## src/rtl/tqv_periph_bus_master.sv

```systemverilog
// Single-beat initiator for the tinyQV peripheral bus (debug/DMA access to GPIO, UART, Borg).
// Latency with a no-wait responder: write 2 cycles, read 3 cycles from accept to rsp_valid; bad requests 1 cycle.
// Backpressure: req_ready only in IDLE; response is held stable until rsp_ready, strobes time out after TIMEOUT_CYCLES.
module tqv_periph_bus_master #(
   parameter int TIMEOUT_CYCLES = 64
) (
   input  logic        clk,
   input  logic        rst_n,
   input  logic        req_valid,
   output logic        req_ready,
   input  logic        req_write,
   input  logic [1:0]  req_size,
   input  logic [10:0] req_addr,
   input  logic [31:0] req_wdata,
   output logic        rsp_valid,
   input  logic        rsp_ready,
   output logic [31:0] rsp_rdata,
   output logic        rsp_error,
   output logic [10:0] bus_addr,
   output logic [31:0] bus_wdata,
   output logic [1:0]  bus_write_n,
   output logic [1:0]  bus_read_n,
   input  logic [31:0] bus_rdata,
   input  logic        bus_ready,
   output logic        bus_read_complete
);

   localparam int CW = $clog2(TIMEOUT_CYCLES + 1);

   typedef enum logic [2:0] {IDLE, WRITE, READ, COMPLETE, RESP} state_t;

   state_t          state;
   state_t          state_next;
   logic [CW-1:0]   count;
   logic [1:0]      size;
   logic [1:0]      size_next;
   logic            accept;
   logic            illegal;
   logic            timeout;
   logic [31:0]     masked;
   logic            req_ready_next;
   logic            rsp_valid_next;
   logic            complete_next;
   logic [1:0]      write_n_next;
   logic [1:0]      read_n_next;

   assign accept    = (state == IDLE) && req_valid;
   assign illegal   = (req_size == 2'd3) ||
                      ((req_size == 2'd1) && req_addr[0]) ||
                      ((req_size == 2'd2) && (req_addr[1:0] != 2'b00));
   // count holds the number of strobe cycles already completed, so the
   // current cycle is the last allowed one when it equals TIMEOUT_CYCLES-1
   assign timeout   = (count == CW'(TIMEOUT_CYCLES - 1));
   assign size_next = accept ? req_size : size;

   // Read data zero-extended to the access size
   always_comb begin
      masked = bus_rdata;
      case (size)
         2'd0:    masked = {24'h0, bus_rdata[7:0]};
         2'd1:    masked = {16'h0, bus_rdata[15:0]};
         default: masked = bus_rdata;
      endcase
   end

   // Next-state selection
   always_comb begin
      state_next = state;
      case (state)
         IDLE: begin
            if (req_valid) begin
               if (illegal)        state_next = RESP;
               else if (req_write) state_next = WRITE;
               else                state_next = READ;
            end
         end
         WRITE: begin
            if (bus_ready || timeout) state_next = RESP;
         end
         READ: begin
            if (bus_ready)    state_next = COMPLETE;
            else if (timeout) state_next = RESP;
         end
         COMPLETE: state_next = RESP;
         RESP: begin
            if (rsp_ready) state_next = IDLE;
         end
         default: state_next = IDLE;
      endcase
   end

   // Output values decoded from the state being entered, so every output is a flop
   always_comb begin
      req_ready_next = (state_next == IDLE);
      rsp_valid_next = (state_next == RESP);
      complete_next  = (state_next == COMPLETE);
      write_n_next   = (state_next == WRITE) ? size_next : 2'b11;
      read_n_next    = (state_next == READ)  ? size_next : 2'b11;
   end

   // State and control-output registers
   always_ff @(posedge clk or negedge rst_n) begin
      if (!rst_n) begin
         state             <= IDLE;
         req_ready         <= 1'b1;
         rsp_valid         <= 1'b0;
         bus_read_complete <= 1'b0;
         bus_write_n       <= 2'b11;
         bus_read_n        <= 2'b11;
      end else begin
         state             <= state_next;
         req_ready         <= req_ready_next;
         rsp_valid         <= rsp_valid_next;
         bus_read_complete <= complete_next;
         bus_write_n       <= write_n_next;
         bus_read_n        <= read_n_next;
      end
   end

   // Request latch, strobe-cycle counter and response data
   always_ff @(posedge clk or negedge rst_n) begin
      if (!rst_n) begin
         bus_addr  <= 11'h0;
         bus_wdata <= 32'h0;
         size      <= 2'd0;
         count     <= '0;
         rsp_rdata <= 32'h0;
         rsp_error <= 1'b0;
      end else if (accept) begin
         bus_addr  <= req_addr;
         bus_wdata <= req_wdata;
         size      <= req_size;
         count     <= '0;
         rsp_rdata <= 32'h0;
         rsp_error <= illegal;
      end else if ((state == WRITE) || (state == READ)) begin
         count <= count + CW'(1);
         if (bus_ready) begin
            if (state == READ) rsp_rdata <= masked;
         end else if (timeout) begin
            rsp_error <= 1'b1;
         end
      end
   end

endmodule

```

## config.mk

```make
export PLATFORM = sky130hd
export DESIGN_NAME = tqv_periph_bus_master
export DESIGN_NICKNAME = d
export VERILOG_FILES = /design/src/rtl/tqv_periph_bus_master.sv
export SDC_FILE = /design/constraint.sdc
export NUM_CORES = 1
export LEC_CHECK = 0
export CELL_PAD_IN_SITES_DETAIL_PLACEMENT = 2
export CELL_PAD_IN_SITES_GLOBAL_PLACEMENT = 2
export CORE_UTILIZATION = 22
export CTS_CLUSTER_DIAMETER = 80
export DETAILED_ROUTE_END_ITERATION = 16
export PLACE_DENSITY = 0.86
export SETUP_SLACK_MARGIN = 0.05
export SYNTH_ARGS = -nofsm -noshare
export SYNTH_HDL_FRONTEND = slang
export SYNTH_SLANG_ARGS = --single-unit
```

## constraint.sdc

```tcl
create_clock -name clk -period 1.85 [get_ports clk]
set_input_delay 0.4625 -clock clk [delete_from_list [all_inputs] [get_ports clk]]
set_output_delay 0.4625 -clock clk [all_outputs]
set_load 0.01 [all_outputs]
```

==> results by group, run 1 <==
Pwr
  – Leak: 0.00293 uW
  – PD cells: between 1500 and 2000 nW/um2
  – Worst vdd ir: about 600 uV

Drt
  – Final WL: roughly 14000 um
  – Post-route ant nets: 0
  – DR DRC count: 0
  – Drt via density: ~4.4
  – Vias: 3423
  – 1st-iter DRT viols: 78
  – Wire length per cell: about 18 um
  – TritonRoute pass-1 iters: 4

Floorplanning
  – Die area: roughly 17000 um2
  – Die Wd: 132 um
  – Top-level I/O count: 166
  – Die H: between 100 and 150 um
  – Initial Utilization: around 22%
  – Placement row count: 47
  – Core Box Area: 16600 um2

CTS
  – Longest Clk Path Bufs: 2
  – Total CTS buffers: 9
  – CTS H-tree lvls: 3
  – Hold buffers post-CTS: 0
  – CTS Sinks: 95
  – Clock transition at path regs: approximately 0.070 ns
  – CTS tree: built
  – Worst skew pair latency: 0.34 ns
  – Root buf cell: clkbuf_16

Timing
  – Hold Slack: 0.182 ns
  – Final hold viol count: 0
  – RSZ-0062 raised after global routing: yes
  – FMAX: 521 MHz
  – Final worst path period share: 104%
  – Fin worst setup slack: -0.0682 ns
  – Max Slew Vio Count: 0
  – Clock Skew: 0.00564 ns
  – # setup viols final: 2
  – Min Clock Period, post-route: 1.92 ns
  – Slew headroom: roughly 65%
  – Worst-Margin Slew: ~0.53 ns

Final layout
  – Antenna cells: 0
  – Area Growth Syn to Fin: 71.2%
  – Final Net Count: 640
  – Proportion of layout cells with a drive suffix above 1: 15.5%
  – Final Util: 38.5%

Worst setup path
  – Worst path required time: ~2.1 ns
  – Data arrival time of the worst path: 2.18 ns
  – FF-to-FF Start: state[2]
  – Critical path type: flop to flop
  – Slowest stage cell, crit path: or4b_4
  – Worst stage delay on the critical path: just over 0.6 ns
  – Crit end category: flop
  – CP max FO: 5
  – CP Launch Type: flop
  – Crit-path cells: or4b_4 -> mux2_4 -> or4_4
  – Crit. Startpoint: state[2]

Outcome
  – Status: finished with violations
  – Failing checks: negative setup slack

GRT
  – Remaining global-route overflow: 0
  – Largest net degree at the start of global routing: 96
  – Vias in the first global route: about 4000
  – First-pass GRT wire length: approximately 23000 um
  – Overall Global Routing Usage: around 17%
  – Initial antenna violation count: 0

Yosys
  – Mapped cell area: 3730 um2
  – Netlist cell types: 40
  – Syn_nets: 442
  – Seq cells post-synth: 95
  – Post-synthesis sequential area ratio: roughly 64%
  – Top FF cell, synth: dfrtp_1
  – Cells after synthesis: ~360
  – Average size of a mapped cell: around 10 um2
  – Async SR Flop Fraction: 100%
  – Synth warn: 0
  – Post-synth EDFFs: 0

Place
  – Routability cong.: 0.801
  – PortBufs: ~170
  – Dpl hpwl: 10000 um
  – Pre-CTS WS: -0.598 ns

Flow run
  – Max-cap violations: 0

Worst hold path
  – Hold Crit Class: primary input to asynchronous set/reset pin
## area by class of cell
class | count | area, um2
clock buffers | 9 | 225
clock inverters | 7 | 48.8
fillers | 1780 | 10200
inverters | 6 | 22.5
multi-input cells | 237 | 1330
flip-flops and latches | 95 | 2380
well taps | 220 | 275
repair buffers | 207 | 2090
## placed cells by master (no fill, tap or decap), types with 2 or more instances in the layout
master,n
inv_1,5
nand2_1,153
mux2i_1,2
a22o_1,24
clkinv_4,2
nand3_1,2
and4_1,2
nor2_1,6
clkinv_2,3
dfrtp_1,90
buf_6,6
dlymetal6s2s_1,2
clkdlybuf4s50_1,156
buf_12,4
o21ai_0,9
nor4b_1,3
dfstp_2,5
dlygate4sd2_1,6
nor2_4,2
buf_4,30
xnor2_1,5
clkbuf_16,11
## critical path: cells and delay by family, from the launching register on
family	cells	cell delay, ns
AND/OR/NAND/NOR	2	1.08
flip-flops	1	0.42
multiplexers	1	0.33
## routing by layer
layer	global-route usage, %	routed length (um)	up-vias
li1	-	-	1576
met1	19.3	5620	1735
met2	31.0	7810	91
met3	3.69	502	21
met4	5.23	314	0
met5	0	0	-
## kinds of logic (layout without fill, tap and decap cells)
logic type | count (synthesis) | count (layout) | share of synthesized area [%]
flops | 95 | 95 | 64.0
buf+inv | 26 | 229 | 3.29
compound gates | 44 | 44 | 9.37
mux | 3 | 3 | 0.839
simple gates | 184 | 184 | 21.0
fa+ha+maj | 1 | 1 | 0.336
xor+xnor | 5 | 5 | 1.18
## stage by stage
| step | cell area (um2) | std cells | TNS (ns) | power [uW] |
|---|---|---|---|---|
| global route | 6380 | 781 | -0.278 | 10500 |
| finish | 6380 | 781 | -0.129 | 9860 |
| global placement | 5820 | 752 | -22.50 | 7420 |
| CTS | 6310 | 777 | -0.655 | 9900 |
| detailed placement | 5820 | 752 | -28.58 | 7700 |
| floorplan | 3740 | 358 | -0.00114 | 5140 |
## what timing repair did
action                     4_1_cts  5_1_grt
gates resized for setup         28       14
pin swaps                        8       17
gates cloned                     3        1
buffers inserted                 6        4
setup endpoints to repair       46       46
## cell usage after synthesis, types with 2 or more instances
| cell type | number | area (um2) |
|---|---|---|
| o21ai_0 | 9 | 45.0 |
| and4_1 | 2 | 17.5 |
| buf_2 | 7 | 35.0 |
| xnor2_1 | 5 | 43.8 |
| buf_6 | 2 | 22.5 |
| dfstp_2 | 5 | 131 |
| buf_1 | 2 | 7.51 |
| a22o_1 | 24 | 210 |
| a31oi_1 | 2 | 12.5 |
| or4_1 | 2 | 15.0 |
| nand3_1 | 4 | 20.0 |
| dfrtp_1 | 90 | 2250 |
| nor4b_1 | 3 | 26.3 |
| o311ai_0 | 2 | 17.5 |
| nor2_1 | 8 | 30.0 |
| mux2i_1 | 2 | 20.0 |
| clkbuf_1 | 8 | 30.0 |
| nor3b_1 | 2 | 15.0 |
| inv_1 | 6 | 22.5 |
| nand2_1 | 153 | 574 |
## sequential cells by signal (all words and copies together) (netlist names)
signal / count
bus_wdata: 32
rsp_rdata: 32
bus_addr: 11
count: 7
state: 3
bus_read_n: 2
bus_write_n: 2
size: 2
bus_read_complete: 1
req_ready: 1
rsp_error: 1
rsp_valid: 1
## worst paths after layout
kind / end / slack, ns / depth (start not counted)
min reg2reg: bus_wdata[3] / 0.48 / 2
min: rsp_rdata[12] / 0.18 / 2
min in group clk: bus_wdata[3] / 0.48 / 2
max in group asynchronous: bus_wdata[13] / 1.29 / 2
max reg2reg: bus_write_n[1] / -0.07 / 3
max: bus_write_n[1] / -0.07 / 3
## report_power, final
group	internal, uW	switching (uW)
clock	915	833
combinational	2480	2270
sequential	2900	473
No activity file was read; power rests on OpenSTA's default activity.
==> run 2, diff against run 1 <==
--- a/config.mk
+++ b/config.mk
@@ -5,6 +5,7 @@
 export SDC_FILE = /design/constraint.sdc
 export NUM_CORES = 1
 export LEC_CHECK = 0
+export CAP_MARGIN = 10
 export CELL_PAD_IN_SITES_DETAIL_PLACEMENT = 2
 export CELL_PAD_IN_SITES_GLOBAL_PLACEMENT = 2
 export CORE_UTILIZATION = 22
==> results of run 2 <==
Same layout as run 1: the final DEF is identical, and so are final timing and power.
